<file path="src/rtl/seg_scan_display.sv">
// Multiplexed seven-segment driver with frame-synchronous shadow commit.
// Optional SEG_LEADING_ZERO_BLANK_EN darkens digits above the top nonzero nibble.
module seg_scan_display #(
    parameter int NUM_DIGITS = 4,
    parameter int CLK_DIV    = 100000
) (
    input  logic                    clk,
    input  logic                    reset,
    input  logic [4*NUM_DIGITS-1:0] value,
    input  logic [NUM_DIGITS-1:0]   dp_in,
    input  logic                    load,
    input  logic                    blank,
    output logic [NUM_DIGITS-1:0]   an,
    output logic [7:0]              bcd,
    output logic                    frame_done,
    output logic                    pending
);

    localparam int DW = (NUM_DIGITS > 1) ? $clog2(NUM_DIGITS) : 1;
    localparam int PW = $clog2(CLK_DIV);

    logic [PW-1:0]                 presc_q, presc_d;
    logic [DW-1:0]                 digit_q, digit_d;
    logic [NUM_DIGITS-1:0][3:0]    shadow_val_q, shadow_val_d;
    logic [NUM_DIGITS-1:0][3:0]    active_val_q, active_val_d;
    logic [NUM_DIGITS-1:0]         shadow_dp_q, shadow_dp_d;
    logic [NUM_DIGITS-1:0]         active_dp_q, active_dp_d;
    logic                          pending_q, pending_d;
    logic                          frame_q, frame_d;
    logic [NUM_DIGITS-1:0]         an_q, an_d;
    logic [7:0]                    bcd_q, bcd_d;

    logic                          presc_wrap;
    logic                          digit_last;
    logic                          frame_edge;
    logic [3:0]                    nib;
    logic [6:0]                    seg;
    logic                          seg_dark;

    function automatic logic [6:0] hex7(input logic [3:0] h);
        logic [6:0] s;
        unique case (h)
            4'h0: s = 7'h40;
            4'h1: s = 7'h79;
            4'h2: s = 7'h24;
            4'h3: s = 7'h30;
            4'h4: s = 7'h19;
            4'h5: s = 7'h12;
            4'h6: s = 7'h02;
            4'h7: s = 7'h78;
            4'h8: s = 7'h00;
            4'h9: s = 7'h10;
            4'hA: s = 7'h08;
            4'hB: s = 7'h03;
            4'hC: s = 7'h46;
            4'hD: s = 7'h21;
            4'hE: s = 7'h06;
            4'hF: s = 7'h0E;
        endcase
        return s;
    endfunction

`ifdef SEG_LEADING_ZERO_BLANK_EN
    logic [NUM_DIGITS-1:0] lead_zero;
    logic                  seen_nz;

    // Digit 0 always stays lit so an all-zero value still reads "0".
    always_comb begin
        lead_zero = '0;
        seen_nz   = 1'b0;
        for (int i = NUM_DIGITS - 1; i > 0; i--) begin
            seen_nz      = seen_nz | (active_val_q[i] != 4'h0);
            lead_zero[i] = ~seen_nz;
        end
        seg_dark = lead_zero[digit_q];
    end
`else
    assign seg_dark = 1'b0;
`endif

    assign nib = active_val_q[digit_q];
    assign seg = hex7(nib);

    always_comb begin
        presc_wrap   = (presc_q == PW'(CLK_DIV - 1));
        digit_last   = (digit_q == DW'(NUM_DIGITS - 1));
        frame_edge   = presc_wrap && digit_last;

        presc_d      = presc_wrap ? '0 : presc_q + 1'b1;
        digit_d      = digit_q;
        if (presc_wrap) begin
            digit_d = digit_last ? '0 : digit_q + 1'b1;
        end

        shadow_val_d = shadow_val_q;
        shadow_dp_d  = shadow_dp_q;
        active_val_d = active_val_q;
        active_dp_d  = active_dp_q;
        pending_d    = pending_q;

        // Commit sees the pre-edge shadow; a coincident load waits a frame.
        if (frame_edge && pending_q) begin
            active_val_d = shadow_val_q;
            active_dp_d  = shadow_dp_q;
            pending_d    = 1'b0;
        end
        if (load) begin
            shadow_val_d = value;
            shadow_dp_d  = dp_in;
            pending_d    = 1'b1;
        end

        frame_d = frame_edge;

        if (blank) begin
            an_d  = '1;
            bcd_d = 8'hFF;
        end else begin
            an_d  = ~(NUM_DIGITS'(1) << digit_q);
            bcd_d = {~active_dp_q[digit_q], seg_dark ? 7'h7F : seg};
        end
    end

    always_ff @(posedge clk) begin
        if (reset) begin
            presc_q      <= '0;
            digit_q      <= '0;
            shadow_val_q <= '0;
            shadow_dp_q  <= '0;
            active_val_q <= '0;
            active_dp_q  <= '0;
            pending_q    <= 1'b0;
            frame_q      <= 1'b0;
            an_q         <= '1;
            bcd_q        <= 8'hFF;
        end else begin
            presc_q      <= presc_d;
            digit_q      <= digit_d;
            shadow_val_q <= shadow_val_d;
            shadow_dp_q  <= shadow_dp_d;
            active_val_q <= active_val_d;
            active_dp_q  <= active_dp_d;
            pending_q    <= pending_d;
            frame_q      <= frame_d;
            an_q         <= an_d;
            bcd_q        <= bcd_d;
        end
    end

    assign an         = an_q;
    assign bcd        = bcd_q;
    assign frame_done = frame_q;
    assign pending    = pending_q;

endmodule

</file>
<file path="config.mk">
export PLATFORM = sky130hd
export DESIGN_NAME = seg_scan_display
export DESIGN_NICKNAME = d
export VERILOG_FILES = /design/src/rtl/seg_scan_display.sv
export SDC_FILE = /design/constraint.sdc
export NUM_CORES = 1
export LEC_CHECK = 0
export ABC_AREA = 1
export BUFFER_PORTS_ARGS = -buffer_cell sky130_fd_sc_hd__buf_2
export CELL_PAD_IN_SITES_DETAIL_PLACEMENT = 0
export CELL_PAD_IN_SITES_GLOBAL_PLACEMENT = 1
export CORE_MARGIN = 4
export CORE_UTILIZATION = 45
export DETAILED_ROUTE_END_ITERATION = 12
export PLACE_DENSITY = 0.93
export SYNTH_ARGS = -nofsm -noshare
export SYNTH_HDL_FRONTEND = slang
export SYNTH_SLANG_ARGS = --single-unit
export TNS_END_PERCENT = 100
</file>
<file path="constraint.sdc">
create_clock -name clk -period 3.05 [get_ports clk]
set_clock_uncertainty 0.2 [all_clocks]
set_input_delay 0.61 -clock clk [delete_from_list [all_inputs] [get_ports clk]]
set_output_delay 0.61 -clock clk [all_outputs]
set_load 0.005 [all_outputs]
</file>
# After elaboration in Yosys (flattened, before gate mapping)
# Memories as Yosys holds them, arrays and structs flattened. A register that Yosys moved wholly into a read port is not among the register bits.
# Cells that the tools add are included.
# word_totals
ff_bits	73
romBits	112
in_bits	24
output_inout_bits	14
word_cells	37
memories	1
# memory_table
name	depth	word_bits	rd	rd_clocked_by_memory_dff	write_ports	line_no	source
(no name shown)	16	7	1	1	0	42	unique case (h)
# op_classes
addsub	2
magnitude_cmp	1
eq_ne	2
n_shift	1
muxes	7
bitwise_logic	2
reduce_logical	5
# op_table
operator	n
$add 17x1->17 const B	1
$eq 17x17->1 const B	1
$bmux 4 s2	1
$mux 4	1
$not 4->4	1
$reduce_or 2->1	2
$shl 1x2->4 const A	1
$lt 2x3->1 const B	1
$mux 1	3
$add 2x1->2 const B	1
$bmux 1 s2	1
$eq 2x2->1 const B	1
$logic_and 1x1->1	2
$mux 2	1
$reduce_bool 2->1	1
$not 1->1	1

# Depth between registers and ports, before layout
# depth
depth_word	5
depth_mapped	11
mapped_depth_nobuf	10

# Worst setup path before layout
# Ideal clock, no wire load.
# synth_timing
path_type	register to register
startpoint	register digit_q[0]
endpoint	register bcd_q[3], in the netlist bcd[3]
setup_ps	141
arrival_time_ps	1442
required_time_ps	2709
path_slack_ps	1268
path_stages_with_launch	12
n_path_buf	2
period_less_slack_ps	1782
path_cell_list	dfxtp_1 buf_2 buf_4 nand2_1 nand3_1 nand2_1 inv_1 ha_1 nand2_1 o21ai_0 nand2_1 nand3_1
# synth_between
elab_chain_cells	2
# synth_rtl
item	line_no	source
start, declared	23	logic [DW-1:0] digit_q, digit_d;
start signal, assigned	138	digit_q <= digit_d;
$bmux 4 s2	81	assign nib = active_val_q[digit_q];
$mux 4 (implied by the code)	81	
end, declared	31	logic [7:0] bcd_q, bcd_d;
# Every way passes these cells. The select of a mux whose other input is x is not followed.
# A chain may end at the register's enable or synchronous reset.

# Worst setup path after layout
# layout_timing
startpoint	register digit_q[0]
endpoint	register bcd_q[5], in the netlist bcd[5]
# Same word-level chain as after synthesis.

==> results.sh <==
export IMPL_synth_seq_area_share=0.452
export IMPL_finalNonFillerCells=579
export IMPL_worstSetupPathType="reg -> reg"
export IMPL_syn_inst=444
export IMPL_r2r_start="digit_q[0]$_SDFFE_PP0N_"
export IMPL_die_height_um=92.8
export IMPL_power_density_nw_per_um2=554
export IMPL_grt_usage=0.161
export IMPL_syn_to_final_growth_pct=15.0
export IMPL_cp_common_cell="nand2_1"
export IMPL_final_setup_tns_ps=0
export IMPL_initial_core_util=0.471
export IMPL_dpl_cell_count=563
export IMPL_hold_path_depth=1
export IMPL_grt_antenna_before_repair=0
export IMPL_routed_wl_um=6240
export IMPL_diodes=0
export IMPL_synth_area_um2=3230
export IMPL_drt_pass1_iterations=4
export IMPL_gp_congestion=0.829
export IMPL_cts_setup_buffers=0
export IMPL_yosys_most_used_dff="dfxtp_1"
export IMPL_ff2ff_path_depth=10
export IMPL_min_period_ps=2190
export IMPL_synth_async_sr_flop_share=0
export IMPL_yosysTopAreaCellShare=0.452
export IMPL_worstPathRequired_ps=3090
export IMPL_grt_max_degree=43
export IMPL_grt_remaining_overflow=0
export IMPL_syn_nets=479
export IMPL_hold_class="reg -> reg"
export IMPL_reg2reg_slack_ps=860
export IMPL_synth_top_area_cell="dfxtp_1"
export IMPL_maxSlewViolCount=0
export IMPL_rr_endpoint="bcd[5]$_SDFF_PP1_"
export IMPL_final_nets=513
export IMPL_crit_arrival_ps=2230
export IMPL_clock_sinks=73
export IMPL_crit_path_end_kind="register"
export IMPL_fp_dieArea_um2=8600
export IMPL_avgSynthCellArea_um2=7.28
export IMPL_hpwl_um=4370
export IMPL_cts_resized=0
export IMPL_total_power_mw=2.06
export IMPL_synth_seq_cells=73
export IMPL_clkLatencyLatePin_ps=350
export IMPL_worstMarginPinSlew_ps=616
export IMPL_synth_commonest_cells="99 x nor2_1, 98 x nand2_1, 73 x dfxtp_1"
export IMPL_port_buffers=37
export IMPL_synth_cell_types=31
export IMPL_cp_max_fo=18
export IMPL_cpPeakStageDelay_ps=660
export IMPL_drive_gt1_frac=0.166
export IMPL_grt_first_pass_wirelength_um=11300
export IMPL_io_pins=38
export IMPL_drc_errors=0
export IMPL_drv_cap=0
export IMPL_rows=30
export IMPL_fp_dieW_um=92.8
export IMPL_crit_slowest_cell="dfxtp_1"
export IMPL_cts_htree_levels=3
export IMPL_rsz0062_at_grt="false"
export IMPL_clk_path_buf_depth=2
export IMPL_num_vias=2698
export IMPL_wl_per_cell_um=10.8
export IMPL_setup_viol=0
export IMPL_yosysMostFrequentCell="nor2_1"
export IMPL_hold_buffers=0
export IMPL_clockRootBuffer="clkbuf_8"
export IMPL_setup_worst_path_end="bcd[5]$_SDFF_PP1_"
export IMPL_cts_buffers=9
export IMPL_core_area_um2=6870
export IMPL_final_hold_viol_count=0
export IMPL_crit_start="digit_q[0]$_SDFFE_PP0N_"
export IMPL_path_clk_slew_ps=80
export IMPL_first_iter_violations=117
export IMPL_finalCritPeriodShare=0.717
export IMPL_fmax_mhz=457
export IMPL_worstPathCellList="inv_2 -> nand2_1 -> nand3_1 -> nand2_1 -> inv_1 -> ha_1 -> nand2_1 -> o21ai_0 -> nand2_1 -> nand2_1"
export IMPL_crit_path_start_kind="register"
export IMPL_ys_top_cells_by_area="dfxtp_1 45%, nor2_1 11%, nand2_1 11%"
export IMPL_timing_slew_headroom=0.589
export IMPL_grt_pass1_vias=2517
export IMPL_via_per_inst=4.66
export IMPL_p_leak_nw=1.74
export IMPL_ant_nets=0
export IMPL_yosys_warnings=0
export IMPL_cts_tree="built"
export IMPL_status="finished clean"
export IMPL_peakVddDrop_mv=0.342
export IMPL_synth_edff_count=0
per-layer routing:
layer	wire length, um	up-vias	part of all wire	track usage
met5	0	-	0	0
li1	-	1450	-	-
met3	289	11	0.046	0.0341
met4	146	0	0.023	0.0806
met1	3160	1185	0.51	0.217
met2	2640	52	0.42	0.242
critical path: cells and delay by family, from the launching register on:
kind	cells	cell delay [ps]
fa+ha+maj	1	220
compound gates	1	100
flops	1	660
buf+inv	2	310
simple gates	6	590
registers in the layout, indices dropped and copies added, names as in the netlist:
name,flops
presc_q,17
bcd,8
an,4
shadow_dp_q,4
pending,1
shadow_val_q,16
active_dp_q,4
digit_q,2
active_val_q,16
frame_done,1
power breakdown:
group	switching [mW]	internal, mW
logic	0.0442	0.0319
registers	0.0135	0.980
clock network	0.363	0.627
total	0.420	1.64
worst min path at each step:
| stage | start | to | slack, ps |
|---|---|---|---|
| 2_1_floorplan | presc_q[0]$_SDFF_PP0_ | presc_q[0]$_SDFF_PP0_ | 220 |
| 6_report | presc_q[0]$_SDFF_PP0_ | presc_q[0]$_SDFF_PP0_ | 250 |
| 3_3_place_gp | presc_q[0]$_SDFF_PP0_ | presc_q[0]$_SDFF_PP0_ | 230 |
| 3_5_place_dp | presc_q[0]$_SDFF_PP0_ | presc_q[0]$_SDFF_PP0_ | 240 |
| 5_1_grt | reset | pending$_SDFFE_PP0P_ | 260 |
| 4_1_cts | reset | pending$_SDFFE_PP0P_ | 240 |
cell families (layout without fill, tap and decap cells):
group	after synthesis	count (layout)	share of synthesized area
AND/OR/NAND/NOR	238	238	0.315
flip-flops	73	73	0.452
buffers and inverters	60	99	0.0832
AO/OA/AOI/OAI	55	55	0.0878
adder cells (fa/ha/maj)	11	11	0.0426
XOR/XNOR	7	7	0.0190
layout by cell type, fill, tap and decap left out, drive strengths merged:
cell type	n
dfxtp	73
xnor2	3
bufinv	4
clkinv	5
nor3	4
o21ai	37
buf	39
o211ai	2
a21oi	13
clkbuf	9
or2	4
ha	11
nand2	103
a31oi	3
nand3	17
xor2	4
nand3b	1
nor2	106
nand4	3
inv	42
metrics by stage:
step	utilization	hold slack [ps]	setup WS, ps	area, um^2
after floorplan	-	217	1270	3230
after global placement	0.502	231	946	3450
after detailed placement	0.502	240	897	3450
after CTS	0.541	244	891	3720
after global routing	0.541	260	585	3720
final	0.541	252	863	3720
area by class of cell:
| class | count | area, um^2 |
|---|---|---|
| clock buffers | 9 | 124 |
| clock inverters | 7 | 143 |
| fillers | 679 | 3150 |
| inverters | 44 | 166 |
| multi-input cells | 311 | 1500 |
| flip-flops and latches | 73 | 1460 |
| well taps | 96 | 120 |
| repair buffers | 39 | 200 |
Power figures use the tool's default switching activity.
